[src/rtl/vram_write_queue.sv]
// CPU-to-VRAM write queue: buffers CPU writes in a circular FIFO and releases
// them to VRAM one per cycle whenever video timing says writes are permitted.
module vram_write_queue #(
    parameter int DEPTH  = 16,
    parameter int ADDR_W = 12,
    parameter int DATA_W = 8
) (
    input  logic                     clk,
    input  logic                     rst,
    input  logic                     wr_valid,
    input  logic [ADDR_W-1:0]        wr_addr,
    input  logic [DATA_W-1:0]        wr_data,
    output logic                     wr_ready,
    input  logic                     writable,
    output logic                     vram_we,
    output logic [ADDR_W-1:0]        vram_addr,
    output logic [DATA_W-1:0]        vram_data,
    output logic [$clog2(DEPTH):0]   count,
    output logic                     overflow,
    input  logic                     overflow_clr,
    output logic                     drained
);

    localparam int PW = $clog2(DEPTH);
    localparam int CW = PW + 1;
    localparam int EW = ADDR_W + DATA_W;

    logic [EW-1:0] r_mem [DEPTH];
    logic [PW-1:0] r_head;
    logic [PW-1:0] r_tail;
    logic [CW-1:0] r_count;
    logic [EW-1:0] r_last;
    logic          r_overflow;
    logic          r_drained;

    logic          w_push;
    logic          w_pop;
    logic [EW-1:0] w_head_entry;
    logic [EW-1:0] w_out_entry;

    assign wr_ready = (r_count != CW'(DEPTH));
    assign w_push   = wr_valid & wr_ready;
    // rst gates the strobe so nothing reaches VRAM in the cycle reset is sampled.
    assign w_pop    = writable & (r_count != '0) & ~rst;

    assign w_head_entry = r_mem[r_head];
    // When empty, show the last entry written out; r_last is reset so the
    // port never exposes an unwritten storage slot.
    assign w_out_entry  = (r_count != '0) ? w_head_entry : r_last;

    assign vram_we   = w_pop;
    assign vram_addr = w_out_entry[EW-1:DATA_W];
    assign vram_data = w_out_entry[DATA_W-1:0];
    assign count     = r_count;
    assign overflow  = r_overflow;
    assign drained   = r_drained;

    always_ff @(posedge clk) begin
        if (w_push && !rst) begin
            r_mem[r_tail] <= {wr_addr, wr_data};
        end
    end

    always_ff @(posedge clk) begin
        if (rst) begin
            r_head     <= '0;
            r_tail     <= '0;
            r_count    <= '0;
            r_last     <= '0;
            r_overflow <= 1'b0;
            r_drained  <= 1'b0;
        end else begin
            if (w_push) begin
                r_tail <= r_tail + PW'(1);
            end
            if (w_pop) begin
                r_head <= r_head + PW'(1);
                r_last <= w_head_entry;
            end
            case ({w_push, w_pop})
                2'b10:   r_count <= r_count + CW'(1);
                2'b01:   r_count <= r_count - CW'(1);
                default: r_count <= r_count;
            endcase
            // Set takes priority over a simultaneous clear.
            if (wr_valid && !wr_ready) begin
                r_overflow <= 1'b1;
            end else if (overflow_clr) begin
                r_overflow <= 1'b0;
            end
            r_drained <= w_pop & ~w_push & (r_count == CW'(1));
        end
    end

endmodule

[config.mk]
export PLATFORM = sky130hd
export DESIGN_NAME = vram_write_queue
export DESIGN_NICKNAME = d
export VERILOG_FILES = /design/src/rtl/vram_write_queue.sv
export SDC_FILE = /design/constraint.sdc
export NUM_CORES = 1
export LEC_CHECK = 0
export BUFFER_PORTS_ARGS = -buffer_cell sky130_fd_sc_hd__buf_2
export CELL_PAD_IN_SITES_DETAIL_PLACEMENT = 2
export CELL_PAD_IN_SITES_GLOBAL_PLACEMENT = 2
export CORE_MARGIN = 8
export CORE_UTILIZATION = 37
export DETAILED_ROUTE_END_ITERATION = 10
export HOLD_SLACK_MARGIN = 0.05
export PLACE_DENSITY = 0.7
export RECOVER_POWER = 100
export SLEW_MARGIN = 25
export SYNTH_ARGS = -nofsm -noshare
export SYNTH_HDL_FRONTEND = slang
export SYNTH_SLANG_ARGS = --single-unit
[constraint.sdc]
create_clock -name clk -period 8.9 [get_ports clk]
set_clock_uncertainty 0.2 [all_clocks]
set_input_delay 1.78 -clock clk [delete_from_list [all_inputs] [get_ports clk]]
set_output_delay 1.78 -clock clk [all_outputs]
set_load 0.02 [all_outputs]
==> results.json, run 1 <==
{
  "coreArea_um2": 38600,
  "worst-setup-path-type": "in2out",
  "rsz0062_at_grt": "false",
  "final_cells": 1485,
  "finalCriticalPeriod_ns": 7.00,
  "irDropWorstVdd_uv": 115,
  "cp_cell_sequence": "clkbuf_1 -> or3_1 -> clkbuf_1 -> inv_1 -> clkbuf_1",
  "synth_cells": 873,
  "die_y_um": 214,
  "critical_path.most_common_cell": "clkbuf_1",
  "root_buffer": "clkbuf_16",
  "portBuffers": 53,
  "avgSynthCellArea_um2": 16.5,
  "failed_checks": "capacitance limit, slew limit",
  "ctsHoldBuffers": 0,
  "dp_hpwl_um": 22900,
  "start_util": 0.374,
  "synth-async-reset-ratio": 0,
  "diodes": 0,
  "final_common_cell": "edfxtp_1",
  "grt-ovfl-total": 0,
  "drt_wl_total_um": 40500,
  "synth_ff_type": "edfxtp_1",
  "critPathMaxFanout": 22,
  "total_power_mw": 4.16,
  "cp.arrival_ns": 5.02,
  "drive_gt1_frac": 0.114,
  "cts_made_buffers": 39,
  "max_cap_violations": 15,
  "synth_seq_cells": 359,
  "path_depth": 5,
  "clk_path_buf_depth": 3,
  "remaining_drc_errors": 0,
  "ys_warn_count": 0,
  "grt_pass1_vias": 9388,
  "setup_tns_ns": 0,
  "placementRows": 72,
  "drt-vias-per-instance": 5.56,
  "htree_levels": 2,
  "wl_per_cell_um": 27.3,
  "die_w_um": 214,
  "area_growth_pct": 13.2,
  "clk_latency_ns": 0.53,
  "grt_pass1_wl_um": 60900,
  "critPathTopFamily": "buffers and inverters",
  "reg2regPathDepth": 6,
  "synth.net_count": 908,
  "timing.hold.ws_ns": 0.269,
  "start_kind": "primary input",
  "grt_start_max_net_pins": 51,
  "gp_congestion": 0.689,
  "dr.first_iter.drc_count": 648,
  "vias": 8251,
  "gr-usage-all-layers": 0.180,
  "ant_nets": 0,
  "cp-end-kind": "primary output",
  "relSlewSlack": -0.796,
  "status": "finished, violations left",
  "dr.pass1.iters": 8,
  "power_density_nw_per_um2": 254,
  "worstHoldPathType": "reg2reg",
  "syn_area_um2": 14400,
  "crit_slowest_cell": "clkbuf_1",
  "fin_nets": 974,
  "worst-path-buf-inv": 4,
  "cts_tree": "built",
  "tightest_slew_ns": 2.69,
  "postCtsSetupRepairBufs": 0,
  "cpPeakStageDelay_ns": 1.10,
  "p_leak_nw": 5.10,
  "numClockSinks": 359,
  "final_util": 0.424,
  "ff2ff_setup_slack_ns": 3.36,
  "clk_pin_slew_ns": 0.05,
  "crit_required_ns": 6.92,
  "whs_path_depth": 2,
  "layout_common_cells": "edfxtp_1 (320), mux2i_1 (120), clkbuf_1 (78)",
  "antenna_found_initial": 1,
  "dp_cells": 1416,
  "max_freq_ghz": 0.143,
  "period_share": 0.786,
  "maxSlewViolCount": 322,
  "synth_edf_count": 320,
  "synthDistinctLibCells": 45,
  "ios": 54,
  "die-area_um2": 45600,
  "cts-resized-gates": 0,
  "hold_viol_final": 0,
  "setup_viol": 0,
  "synth_seq_area_share": 0.720
}
==> final cells by class <==
class,count,area [um^2]
clock buffers,59,1170
fillers,3805,22200
repair buffers,78,323
multi-input cells,451,3660
flip-flops and latches,359,10400
clock inverters,10,101
inverters,10,37.5
well taps,518,648
==> Yosys cell counts, drive strengths merged, types with 2 or more instances <==
cell type	instances	area [um^2]
edfxtp	320	9610
mux2i	120	1200
nor2	60	233
dfxtp	39	781
buf	33	285
nand3	32	160
nand2	29	109
a21oi	27	146
a222oi	26	260
o21ai	21	105
clkbuf	20	75.1
a221o	19	190
and3	14	87.6
mux4	14	315
nand3b	14	105
mux2	13	180
ha	10	125
inv	10	37.5
a221oi	8	70.1
nand2b	8	50.1
a2bb2oi	6	52.6
xor2	6	52.6
xnor2	4	35.0
or3	3	18.8
and2	2	12.5
nand4b	2	17.5
nand4bb	2	22.5
nor2b	2	12.5
nor3	2	10.0
or4b	2	20.0
==> path summary, 6_finish.rpt <==
| check | endpoint | from |
|---|---|---|
| worst min-delay path | r_last[11] | r_last[11] |
| worst max-delay path | vram_we | rst |
| worst max register to register | r_last[2] | count[0] |
| worst min register to register | r_last[11] | r_last[11] |
==> layer usage <==
metal | vias to the layer above | global-route usage | routed length, um
met4 | 2 | 0.0539 | 860
met5 | - | 0 | 8
li1 | 3572 | - | -
met1 | 4366 | 0.233 | 17400
met2 | 250 | 0.307 | 20000
met3 | 61 | 0.0303 | 2290
==> metrics by stage <==
step / setup slack (ns) / area (um^2)
global placement: 3.60 / 15200
global route: 1.74 / 16300
CTS: 3.26 / 16500
detailed placement: 3.57 / 15200
finish: 1.90 / 16300
floorplan: 4.51 / 14400
==> worst reg2reg max path, stage by stage (launching register included) <==
cell      delay (ns)
dfxtp_1         0.47
inv_1           0.11
ha_1            0.24
or4b_2          0.20
clkbuf_1        1.78
a21oi_1         1.67
a221o_1         0.73
==> state kept, by name, summed over array words and instances, names as in the netlist, named ones only <==
| signal | count |
|---|---|
| drained | 1 |
| r_mem | 320 |
| r_last | 20 |
| r_head | 4 |
| overflow | 1 |
| r_tail | 4 |
| count | 5 |
==> cells by family after synthesis <==
logic type      count (synthesis)  synth area share
compound gates                109            0.0582
mux                           147             0.118
xor+xnor                       10           0.00607
fa+ha+maj                      10           0.00867
buf+inv                        63            0.0276
simple gates                  175            0.0621
flops                         359             0.720
==> where the power goes <==
part	switching, mW	total, mW	internal, mW	leakage, nW
sequential	0.0594	1.93	1.87	3.20
combinational	0.408	0.620	0.212	1.27
clock	0.641	1.61	0.966	0.628
Power figures use the tool's default switching activity.
==> inputs of run 2 (changes only) <==
clock period = 7.2 ns   (was 8.9 ns; I/O delays follow)
==> run 2 against run 1 <==
  * The run still ends with capacitance limit, slew limit left
  * Flip-flop and latch count did not move
  * Via count is 0.33% lower
  * Non-clock buffer count up 2
  * Die area is the same
  * Clock-buffer cell count fell by 4
  * Combinational power increased by 26%
  * Hold slack got worse by 0.0055 ns
==> results.json, run 2 (synthesis results as in run 1) <==
{
  "status": "finished, violations left",
  "failed_checks": "capacitance limit, slew limit",
  "layout_common_cells": "edfxtp_1 (320), mux2i_1 (120), clkbuf_1 (70)",
  "remaining_drc_errors": 0,
  "final_cells": 1488,
  "design_area_um2": 16300,
  "cp.arrival_ns": 4.24,
  "fin_nets": 976,
  "drt_wl_total_um": 39800,
  "ios": 54,
  "reg2reg_to": "count[3]",
  "worstHoldPathType": "reg2reg",
  "portBuffers": 53,
  "gp_congestion": 0.697,
  "whs_endpoint": "r_last[13]",
  "wl_per_cell_um": 26.8,
  "area_growth_pct": 12.8,
  "antenna_found_initial": 0,
  "dp_hpwl_um": 23500,
  "dp_cells": 1418,
  "dr.first_iter.drc_count": 632,
  "final_common_cell": "edfxtp_1",
  "htree_levels": 2,
  "grt_pass1_vias": 9314,
  "final_util": 0.422,
  "drive_gt1_frac": 0.123,
  "setup_tns_ns": 0,
  "p_leak_nw": 5.10,
  "die_y_um": 214,
  "drt-vias-per-instance": 5.53,
  "largest_register_ffs": 320,
  "setup_viol": 0,
  "dr.pass1.iters": 7,
  "cts_tree": "built",
  "tightest_slew_ns": 2.88,
  "setup_slack_ns": 1.32,
  "pre_cts_ws_ns": 2.55,
  "clk_latency_ns": 0.53,
  "period_share": 0.817,
  "numClockSinks": 359,
  "worst-setup-path-type": "reg2out",
  "whs_path_depth": 2,
  "cp_cell_sequence": "clkbuf_1 -> nor2_4 -> a222oi_1 -> nand3_1 -> nand3_1 -> clkbuf_1",
  "grt_start_max_net_pins": 45,
  "start_util": 0.374,
  "max_freq_ghz": 0.170,
  "r2r-start": "count[0]",
  "cts_made_buffers": 39,
  "clk_path_buf_depth": 3,
  "vias": 8224,
  "cpPeakStageDelay_ns": 1.24,
  "total_power_mw": 5.06,
  "rsz0062_at_grt": "false",
  "maxSlewViolCount": 335,
  "ff2ff_setup_slack_ns": 2.50,
  "relSlewSlack": -0.922,
  "irDropWorstVdd_uv": 141,
  "critPathTopFamily": "buffers and inverters",
  "max_cap_violations": 16,
  "ant_nets": 0,
  "cp-end-kind": "primary output",
  "grt_pass1_wl_um": 59200,
  "worst-path-buf-inv": 2,
  "cts-resized-gates": 0,
  "start_kind": "flop",
  "crit_slowest_cell": "clkbuf_1",
  "root_buffer": "clkbuf_16",
  "hold_viol_final": 0,
  "ctsHoldBuffers": 0,
  "grt-ovfl-total": 0,
  "gr-usage-all-layers": 0.174,
  "power_density_nw_per_um2": 311,
  "postCtsSetupRepairBufs": 0,
  "place_area_um2": 15200,
  "regMostFlops": "r_mem",
  "crit_required_ns": 5.56,
  "die-area_um2": 45600,
  "coreArea_um2": 38600,
  "clk_pin_slew_ns": 0.06,
  "finalCriticalPeriod_ns": 5.88,
  "timing.hold.ws_ns": 0.264,
  "placementRows": 72,
  "die_w_um": 214,
  "critPathMaxFanout": 39,
  "min_from": "r_last[13]",
  "reg2regPathDepth": 12
}
-- run 2: worst register-to-register path: cells and delay by family, from the launching register on --
kind,cells,cell delay (ns)
xor+xnor,1,0.14
simple gates,4,1.23
fa+ha+maj,2,0.69
buf+inv,4,1.60
compound gates,1,0.22
flops,1,0.46
-- run 2: power breakdown --
group	switching (mW)	internal, mW
Combinational	0.520	0.264
Clock	0.791	1.11
Sequential	0.0610	2.31
-- run 2: worst max path at each step --
stage	to	cells past startpoint	startpoint	slack (ns)
final	vram_addr[8]	6	flop	1.32
after global routing	vram_addr[8]	6	flop	1.0
after CTS	vram_data[3]	6	flop	2.09
after detailed placement	vram_we	5	rst	2.55
after global placement	vram_we	5	rst	2.58
after floorplan	vram_we	4	writable	3.49
-- run 2: layout make-up --
cell class / count / area [um^2]
fillers: 3760 / 22300
clock buffers: 55 / 1080
well taps: 518 / 648
repair buffers: 80 / 348
inverters: 10 / 37.5
flip-flops and latches: 359 / 10400
clock inverters: 14 / 121
diodes: 1 / 2.50
multi-input cells: 451 / 3660
-- run 2: per-layer routing --
layer / GRT usage / vias up / part of all wire
li1: - / 3576 / -
met1: 0.218 / 4330 / 0.42
met2: 0.306 / 245 / 0.50
met3: 0.0265 / 73 / 0.049
met4: 0.0600 / 0 / 0.030
met5: 0 / - / 0
==> inputs of run 3 (changes only) <==
PLACE_DENSITY = 0.73   (was 0.7)
clock period = 4.7 ns   (was 7.2 ns; I/O delays follow)
==> run 3 against run 2 <==
  * The run still ends with capacitance limit, slew limit left
  * Via count increased by 1.8%
  * Clock-buffer cell count decreased by 1
  * Sequential power increased by 53%
  * First-iteration DRC count increased by 20%
  * Cell count increased by 0.47%
  * Non-clock buffer count increased by 5
  * Clock power increased by 56%
  * Cell area increased by 0.35%
  * Sequential share of layout area decreased by 0.22 points
  * Register-to-register slack got worse by 2.0 ns
  * Flip-flop and latch count unchanged
  * Hold slack got worse by 0.0090 ns
  * Largest power group unchanged
==> results.json, run 3 (synthesis results as in run 1) <==
{
  "fin_nets": 981,
  "vias": 8376,
  "wl_per_cell_um": 28.3,
  "max_cap_violations": 6,
  "regMostFlops": "r_mem",
  "rsz0062_at_grt": "false",
  "worst-path-buf-inv": 2,
  "final_common_cell": "edfxtp_1",
  "final_util": 0.424,
  "internal_power_mw": 5.66,
  "period_share": 0.942,
  "dp_hpwl_um": 25500,
  "root_buffer": "clkbuf_16",
  "drt_wl_total_um": 42300,
  "gp_congestion": 0.718,
  "portBuffers": 53,
  "critPathMaxFanout": 21,
  "start_util": 0.374,
  "cp-end-kind": "primary output",
  "setup_tns_ns": 0,
  "drive_gt1_frac": 0.118,
  "postCtsSetupRepairBufs": 0,
  "coreArea_um2": 38600,
  "remaining_drc_errors": 0,
  "timing.hold.ws_ns": 0.255,
  "pwr-share-comb": 0.156,
  "grt-ovfl-total": 0,
  "power_density_nw_per_um2": 479,
  "drt-vias-per-instance": 5.60,
  "irDropWorstVdd_uv": 245,
  "status": "finished, violations left",
  "diodes": 0,
  "grtUsageMet3": 0.0300,
  "crit_slowest_cell": "dfxtp_1",
  "cpPeakStageDelay_ns": 0.91,
  "grt_pass1_wl_um": 62300,
  "hold_viol_final": 0,
  "tightest_slew_ns": 1.95,
  "r2r-start": "count[0]",
  "failed_checks": "capacitance limit, slew limit",
  "placementRows": 72,
  "cp_cell_sequence": "and2_0 -> buf_4 -> a221oi_1 -> a22oi_1 -> a21oi_1 -> buf_2",
  "critPathTopFamily": "flip-flops",
  "finalCriticalPeriod_ns": 4.43,
  "grt_pass1_vias": 9436,
  "clk_pin_slew_ns": 0.06,
  "maxSlewViolCount": 126,
  "htree_levels": 2,
  "area_growth_pct": 13.2,
  "grt_start_max_net_pins": 39,
  "cp.arrival_ns": 3.29,
  "antenna_found_initial": 2,
  "p_seq_frac": 0.464,
  "clk_latency_ns": 0.53,
  "cts_made_buffers": 39,
  "p_leak_nw": 5.13,
  "worst-setup-path-type": "reg2out",
  "switchingPower_mw": 2.16,
  "die-area_um2": 45600,
  "setup_viol": 0,
  "cts-resized-gates": 0,
  "ant_nets": 0,
  "layout_common_cells": "edfxtp_1 (320), mux2i_1 (120), clkbuf_1 (73)",
  "min_from": "r_last[13]",
  "pwr-share-clk": 0.380,
  "largest_register_ffs": 320,
  "gr-usage-met2": 0.318,
  "ios": 54,
  "relSlewSlack": -0.302,
  "die_y_um": 214,
  "dr.first_iter.drc_count": 757,
  "worstHoldPathType": "reg2reg",
  "swShare": 0.276,
  "max_freq_ghz": 0.226,
  "die_w_um": 214,
  "start_kind": "flop",
  "gr-usage-all-layers": 0.186,
  "grt.busiest_layer": "met2",
  "crit_required_ns": 3.56,
  "clk_path_buf_depth": 3,
  "dr.pass1.iters": 6,
  "numClockSinks": 359,
  "cts_tree": "built",
  "grt_use_met1": 0.237,
  "ctsHoldBuffers": 0
}
run 3: changes by cell type in the layout (fill, tap and decap cells not counted), moves of 2 or more:
cell / previous run / this run
nor2_2: 13 / 5
buf_4: 8 / 12
clkinv_1: 4 / 6
clkbuf_1: 70 / 73
nor2_1: 46 / 54
buf_2: 13 / 9
inv_1: 9 / 7
clkinv_2: 6 / 8
clkbuf_8: 4 / 2
run 3: per-layer routing:
metal,part of all wire,vias up,wire (um)
li1,-,3589,-
met1,0.42,4437,17700
met2,0.50,275,21100
met3,0.053,73,2230
met4,0.030,2,1270
met5,0.00019,-,8
run 3: final timing paths:
| check | end | slack (ns) | cells past startpoint |
|---|---|---|---|
| worst max-delay path | vram_data[1] | 0.27 | 6 |
| worst min-delay path | r_last[13] | 0.25 | 2 |
| worst max register to register | r_mem[14][18] | 0.55 | 7 |
| worst min register to register | r_last[13] | 0.25 | 2 |
run 3: area by class of cell:
type,count,area [um^2]
fill,3769,22200
multi-input combinational,451,3640
clock inverter,18,153
tap,518,648
timing repair buffer,85,394
sequential,359,10400
clock buffer,54,1070
inverter,10,37.5
run 3: stage by stage:
stage          area (um^2)  total power, mW  setup WS (ns)  std cells
3_3_place_gp         15300             4.89           1.09       1423
6_report             16300             7.82          0.271       1495
5_1_grt              16300             8.06          0.179       1495
3_5_place_dp         15300             4.95          0.952       1423
4_1_cts              16500             7.94          0.368       1495
2_1_floorplan        14400             4.53           1.56        873
run 3: power groups by stage:
stage                     Clock [mW]  Combinational [mW]  Sequential, mW
after floorplan                    0               0.879            3.65
after global placement             0                1.20            3.69
after detailed placement           0                1.26            3.70
after CTS                       3.04                1.27            3.63
after global routing            3.12                1.30            3.64
final                           2.97                1.22            3.63
run 3: worst register-to-register path, stage by stage (launching register included):
cell and delay [ns]:
dfxtp_1 0.46, inv_1 0.11, ha_1 0.24, nand4bb_1 0.22, and2_0 0.38, nand2_1 0.23
nor2_1 0.96, clkbuf_1 0.95
